--- config.mk ---
export PLATFORM = sky130hd
export DESIGN_NAME = hazard_control_unit
export DESIGN_NICKNAME = d
export VERILOG_FILES = /design/src/rtl/hazard_control_unit.sv
export SDC_FILE = /design/constraint.sdc
export NUM_CORES = 1
export LEC_CHECK = 0
export ABC_AREA = 1
export BUFFER_PORTS_ARGS = -buffer_cell sky130_fd_sc_hd__clkbuf_2
export CORE_ASPECT_RATIO = 1.2
export CORE_MARGIN = 4
export CORE_UTILIZATION = 55
export CTS_CLUSTER_SIZE = 28
export DETAILED_ROUTE_END_ITERATION = 16
export MAX_ROUTING_LAYER = met4
export PLACE_DENSITY = 0.89
export SETUP_SLACK_MARGIN = 0.5
export SKIP_LAST_GASP = 1
export SLEW_MARGIN = 15
export SYNTH_ARGS = -nofsm -noshare
export SYNTH_HDL_FRONTEND = slang
export SYNTH_SLANG_ARGS = --single-unit
--- constraint.sdc ---
create_clock -name clk -period 2.62 [get_ports clk]
set_clock_uncertainty 0.15 [all_clocks]
set_input_delay 0.786 -clock clk [delete_from_list [all_inputs] [get_ports clk]]
set_output_delay 0.786 -clock clk [all_outputs]
set_load 0.01 [all_outputs]
--- src/rtl/hazard_control_unit.sv ---
// hazard_control_unit: stall/flush/hold control for the 5-stage MIPS pipe.
// Ports: clk, rst (sync, active-high), cpu_en, id_instruction,
//   id_branch_taken, mem_ready -> pc_we, id_shouldStall,
//   id_shouldJumpOrBranch, ex_bubble, pipe_hold, mem_fault, stall_count.
// Optional macro HAZARD_FORWARD_EN: forwarding-aware hazard rule.
module hazard_control_unit #(
  parameter int unsigned MEM_TIMEOUT = 64,
  parameter int unsigned CNT_W       = 32
) (
  input  logic             clk,
  input  logic             rst,
  input  logic             cpu_en,
  input  logic [31:0]      id_instruction,
  input  logic             id_branch_taken,
  input  logic             mem_ready,
  output logic             pc_we,
  output logic             id_shouldStall,
  output logic             id_shouldJumpOrBranch,
  output logic             ex_bubble,
  output logic             pipe_hold,
  output logic             mem_fault,
  output logic [CNT_W-1:0] stall_count
);

  localparam logic [5:0] OP_R   = 6'h00;
  localparam logic [5:0] OP_J   = 6'h02;
  localparam logic [5:0] OP_JAL = 6'h03;
  localparam logic [5:0] OP_BEQ = 6'h04;
  localparam logic [5:0] OP_BNE = 6'h05;
  localparam logic [5:0] OP_LW  = 6'h23;
  localparam logic [5:0] OP_SW  = 6'h2b;
  localparam logic [5:0] FN_JR  = 6'h08;

  localparam logic [15:0] TMO = 16'(MEM_TIMEOUT);

  typedef struct packed {
    logic       valid;
    logic [4:0] dest;
    logic       is_load;
    logic       is_mem;
  } sb_t;

  typedef enum logic [1:0] {
    S_RUN,
    S_MEM_WAIT,
    S_FAULT
  } state_e;

  logic [5:0] op;
  logic [5:0] funct;
  logic [4:0] rs;
  logic [4:0] rt;
  logic [4:0] rd;

  assign op    = id_instruction[31:26];
  assign rs    = id_instruction[25:21];
  assign rt    = id_instruction[20:16];
  assign rd    = id_instruction[15:11];
  assign funct = id_instruction[5:0];

  logic unused_shamt;
  assign unused_shamt = ^id_instruction[10:6];

  logic is_r;
  logic is_jr;
  logic is_alu_r;
  logic is_ialu;
  logic is_lw;
  logic is_sw;
  logic is_bx;
  logic is_j;
  logic is_jal;

  assign is_r     = (op == OP_R);
  assign is_jr    = is_r && (funct == FN_JR);
  assign is_alu_r = is_r && (funct != FN_JR);
  assign is_ialu  = (op[5:3] == 3'b001);
  assign is_lw    = (op == OP_LW);
  assign is_sw    = (op == OP_SW);
  assign is_bx    = (op == OP_BEQ) || (op == OP_BNE);
  assign is_j     = (op == OP_J);
  assign is_jal   = (op == OP_JAL);

  sb_t  id_e;
  logic use_rs;
  logic use_rt;

  always_comb begin
    id_e   = '0;
    use_rs = 1'b0;
    use_rt = 1'b0;
    unique case (1'b1)
      is_alu_r: begin
        id_e.dest = rd;
        use_rs    = 1'b1;
        use_rt    = 1'b1;
      end
      is_jr: begin
        use_rs = 1'b1;
      end
      is_ialu: begin
        id_e.dest = rt;
        use_rs    = 1'b1;
      end
      is_lw: begin
        id_e.dest    = rt;
        id_e.is_load = 1'b1;
        id_e.is_mem  = 1'b1;
        use_rs       = 1'b1;
      end
      is_sw: begin
        id_e.is_mem = 1'b1;
        use_rs      = 1'b1;
        use_rt      = 1'b1;
      end
      is_bx: begin
        use_rs = 1'b1;
        use_rt = 1'b1;
      end
      is_jal: begin
        id_e.dest = 5'd31;
      end
      default: ;
    endcase
    id_e.valid = (id_e.dest != 5'd0) || id_e.is_mem;
  end

  sb_t ex_q, ex_d;
  sb_t mem_q, mem_d;

  state_e state_q, state_d;
  logic [15:0] tmo_q, tmo_d;
  logic [CNT_W-1:0] cnt_q, cnt_d;

  // $0 as a destination is filtered here, so it never matches.
  logic ex_hit;
  logic mem_hit;

  assign ex_hit = ex_q.valid && (ex_q.dest != 5'd0) &&
    ((use_rs && (rs == ex_q.dest)) ||
     (use_rt && (rt == ex_q.dest)));

  assign mem_hit = mem_q.valid && (mem_q.dest != 5'd0) &&
    ((use_rs && (rs == mem_q.dest)) ||
     (use_rt && (rt == mem_q.dest)));

  // Branches and jr resolve in ID, so they need operands earlier.
  logic id_chk;
  assign id_chk = is_bx || is_jr;

  logic hazard;
`ifdef HAZARD_FORWARD_EN
  assign hazard = (ex_hit && ex_q.is_load) ||
                  (id_chk && ex_hit) ||
                  (id_chk && mem_hit && mem_q.is_load);
`else
  logic unused_chk;
  assign unused_chk = id_chk;
  assign hazard = ex_hit || mem_hit;
`endif

  logic ctl_xfer;
  assign ctl_xfer = is_j || is_jal || is_jr ||
                    (is_bx && id_branch_taken);

  logic mem_block;
  assign mem_block = mem_q.valid && mem_q.is_mem && !mem_ready;

  logic mem_wait;
  assign mem_wait = (state_q != S_RUN) || mem_block;

  always_comb begin
    pc_we                 = 1'b1;
    id_shouldStall        = 1'b0;
    id_shouldJumpOrBranch = 1'b0;
    ex_bubble             = 1'b0;
    pipe_hold             = 1'b0;
    if (mem_wait) begin
      pc_we          = 1'b0;
      id_shouldStall = 1'b1;
      pipe_hold      = 1'b1;
    end else if (hazard) begin
      pc_we          = 1'b0;
      id_shouldStall = 1'b1;
      ex_bubble      = 1'b1;
    end else if (ctl_xfer) begin
      id_shouldStall        = 1'b1;
      id_shouldJumpOrBranch = 1'b1;
    end
  end

  assign mem_fault   = (state_q == S_FAULT);
  assign stall_count = cnt_q;

  always_comb begin
    state_d = state_q;
    tmo_d   = tmo_q;
    if (cpu_en) begin
      unique case (state_q)
        S_RUN: begin
          if (mem_block) begin
            state_d = S_MEM_WAIT;
            tmo_d   = 16'd1;
          end
        end
        S_MEM_WAIT: begin
          if (mem_ready) begin
            state_d = S_RUN;
            tmo_d   = '0;
          end else begin
            tmo_d = tmo_q + 16'd1;
            if (tmo_d == TMO) begin
              state_d = S_FAULT;
            end
          end
        end
        S_FAULT: ;
        default: state_d = S_RUN;
      endcase
    end
  end

  always_comb begin
    ex_d  = ex_q;
    mem_d = mem_q;
    cnt_d = cnt_q;
    if (cpu_en && !pipe_hold) begin
      mem_d = ex_q;
      ex_d  = ex_bubble ? '0 : id_e;
    end
    if (cpu_en && id_shouldStall) begin
      cnt_d = cnt_q + CNT_W'(1);
    end
  end

  always_ff @(posedge clk) begin
    if (rst) begin
      state_q <= S_RUN;
      tmo_q   <= '0;
      cnt_q   <= '0;
      ex_q    <= '0;
      mem_q   <= '0;
    end else begin
      state_q <= state_d;
      tmo_q   <= tmo_d;
      cnt_q   <= cnt_d;
      ex_q    <= ex_d;
      mem_q   <= mem_d;
    end
  end

endmodule

==> metrics.txt <==
remaining design rule violation count=0; signed area change from the synthesized netlist to the final layout=32.88%; largest stage delay on the critical path=150 ps; post-synthesis instance area=4148 um^2; EDFF count, synth=0; final critical delay including setup and external delays=2803 ps; Via density=5.503; post-place setup slack=-245.3 ps; cell repeated most along the worst path=buf_6; arrival time worst endpoint=1870 ps; Crit. Startpoint=id_instruction[23]; number of placement rows=34; final hold viol count=0; Total Wirelength=11.93 mm; commonest non-fill, non-tap cell in the layout=nand2_1; NumNets Final=813; number of top-level pins=75; Buf+Inv Stages, Crit Path=3; share of the cycle needed by the critical path after routing=107.0%; Initial Utilization=56.69%; post-placement cell count=843; Synth top area share=30.89%; commonest cells after routing, fill and taps aside=nand2_1 (175), nor2_1 (98), nand3_1 (73); post-cts hold buffer count=0; layout cell share with drive strength beyond 1=27.09%; Overflow after GRT=0; Hold Path Stages=2; worst relative slew slack=64.89%; number of cells on the critical path=10; Routed WL per cell=13.73 um; Yosys top cell by area=dfxtp_1; cell at the root of the clock tree=clkbuf_8; H-tree Lvls=3; number of DRC violations after detailed-routing iteration 0=309; static leakage=2.391 nW; actual transition at the worst max-transition pin=525.3 ps; sum of net half-perimeters after detailed placement=8.006 mm; final instance count without filler cells=869; largest fanout on the critical path=3; hold crit path type=flop to flop; max_cap viols=0; worst min-delay path startpoint=ex_q[0]; CP top delay family=simple AND/OR/NAND/NOR gates; post-synthesis cell count=669; cells along the critical path=buf_6 -> xnor2_2 -> nand2_1 -> nor2_1 -> nand3_1 -> nand2_2 -> nand2_4 -> buf_6 -> nand4_4 -> buf_6; number of global-route vias before repair=4489; total global-route track usage=26.68%; number of antenna violations at the first check in global routing=0; cell types occupying the most area after synthesis=dfxtp_1 (31%), nand2_1 (16%), nor2_1 (9.9%); worst setup margin=-183.3 ps; final core utilization=75.32%; maximum root-to-sink buffer count=2; standard cell core area=7317 um^2; result of the run=finished, violations left; number of antenna cells inserted=0; Syn Area/Cell=6.200 um^2; number of distinct standard cells referenced by the synthesized netlist=36; fmax=356.7 MHz; TritonCTS clock tree=yes; Worst IR Drop VDD=0.3563 mV; max-slew violation count=0; synthesis-stage register bit count=64; number of search-and-repair iterations in the first detailed-routing pass=6; sum of internal, switching and leakage power=2.263 mW; portion of the post-synthesis area used by sequential elements=30.89%; R2R Path Start=ex_q[2]; gp weighted congestion=0.9204; Yosys warning total=0; clock input transition at the sequential cells of the worst setup and hold paths=60 ps; final setup violating endpoints=4; Clock Sinks=64; net count after synthesis=708; pin count of the biggest net entering global routing=30; count of nets left with antenna violations after detail routing=0; IO Port Bufs=69; count of vias placed by the detailed router=4782; startpoint type of the worst setup path=input pin; die outline width=87.28 um; die area=9001 um^2; category of the worst setup path capture point=output pin; number of buffers created by CTS=9; required time at the endpoint of the critical path=1680 ps; prevailing post-synth register cell=dfxtp_1; chip height=103.1 um; total negative slack=-547.5 ps; post-synthesis async set-or-reset flop share=0%; crit path max-delay cell type=xnor2_2; kind of critical path=input pin to output pin; violations in the final reports=negative setup slack; wire length of the first global-routing pass=19.04 mm; unrepaired setup endpoints after global routing=true; total power per unit cell area=410.7 nW/um^2; latest clock arrival within the worst-skew pair=350 ps; length in cells of the worst reg-to-reg path=14
==> worst paths after layout <==
check | end | slack (ps)
worst min register to register | ex_q[0] | 330
worst min-delay path | ex_q[0] | 330
worst max-delay path | id_shouldStall | -180
worst max register to register | stall_count[29] | 310
==> worst reg2reg max path, stage by stage (launching register included) <==
cell and delay, ps:
dfxtp_1 380, nor2_1 140, nand3b_1 80, nand2_1 60
inv_1 60, nand3_1 80, nand2_1 70, nand2_1 140
buf_6 120, nand4_4 120, buf_4 180, buf_12 140
bufbuf_16 290, a21oi_1 130, nor2_1 50
==> stage by stage <==
stage / hold slack [ps] / cell area, um^2
2_1_floorplan: 280.7 / 4200
6_report: 330.2 / 5512
3_5_place_dp: 306.1 / 4813
4_1_cts: 331.9 / 5259
5_1_grt: 363.4 / 5512
3_3_place_gp: 294.5 / 4813
==> where the power goes <==
part	total (mW)	internal (mW)	switching, mW
registers	1.00	0.986	0.0181
logic	0.324	0.155	0.169
clock network	0.935	0.562	0.373
==> cells in the mapped netlist, types with 7 or more instances <==
library cell and number:
nand2_2 7, nor2_1 109, o21ai_0 9, nand4_1 12, a21oi_1 56, nor3_1 13, dfxtp_1 64, inv_2 10
xnor2_1 7, nand3_1 73, buf_2 7, xor2_1 13, inv_1 61, nand2_1 181
==> cell families (layout without fill, tap and decap cells) <==
logic type | after synthesis | count (layout) | share of synthesized area (%)
simple gates | 420 | 420 | 45.46
buf+inv | 89 | 199 | 9.261
compound gates | 74 | 74 | 9.563
flops | 64 | 64 | 30.89
xor+xnor | 20 | 20 | 4.223
fa+ha+maj | 2 | 2 | 0.6032
==> what timing repair did <==
item / in CTS / in global routing
gates resized for setup: 31 / 56
pin swaps: 12 / 10
buffers inserted: 3 / 3
cloned: 2 / 2
setup endpoints to repair: 37 / 45
==> flip-flops by register name, summed over array words and instances (netlist names) <==
| name | cells |
|---|---|
| tmo_q | 16 |
| stall_count | 32 |
| ex_q | 7 |
| state_q | 2 |
| mem_q | 7 |
==> per-layer routing <==
layer	up-vias	GRT usage [%]	part of all wire (%)
met1	2216	30.24	41
met2	166	47.33	51
met3	41	3.357	5.6
met4	0	10.51	2.4
li1	2359	-	-
met5	-	-	0
==> layout make-up <==
| cell class | instances | area (um^2) |
|---|---|---|
| multi-input cells | 516 | 2736 |
| fillers | 551 | 1805 |
| well taps | 90 | 112.6 |
| clock inverters | 3 | 65.06 |
| repair buffers | 112 | 882.1 |
| flip-flops and latches | 64 | 1282 |
| clock buffers | 13 | 148.9 |
| inverters | 71 | 284.0 |
Note: power is estimated with default switching activity, not from simulation.
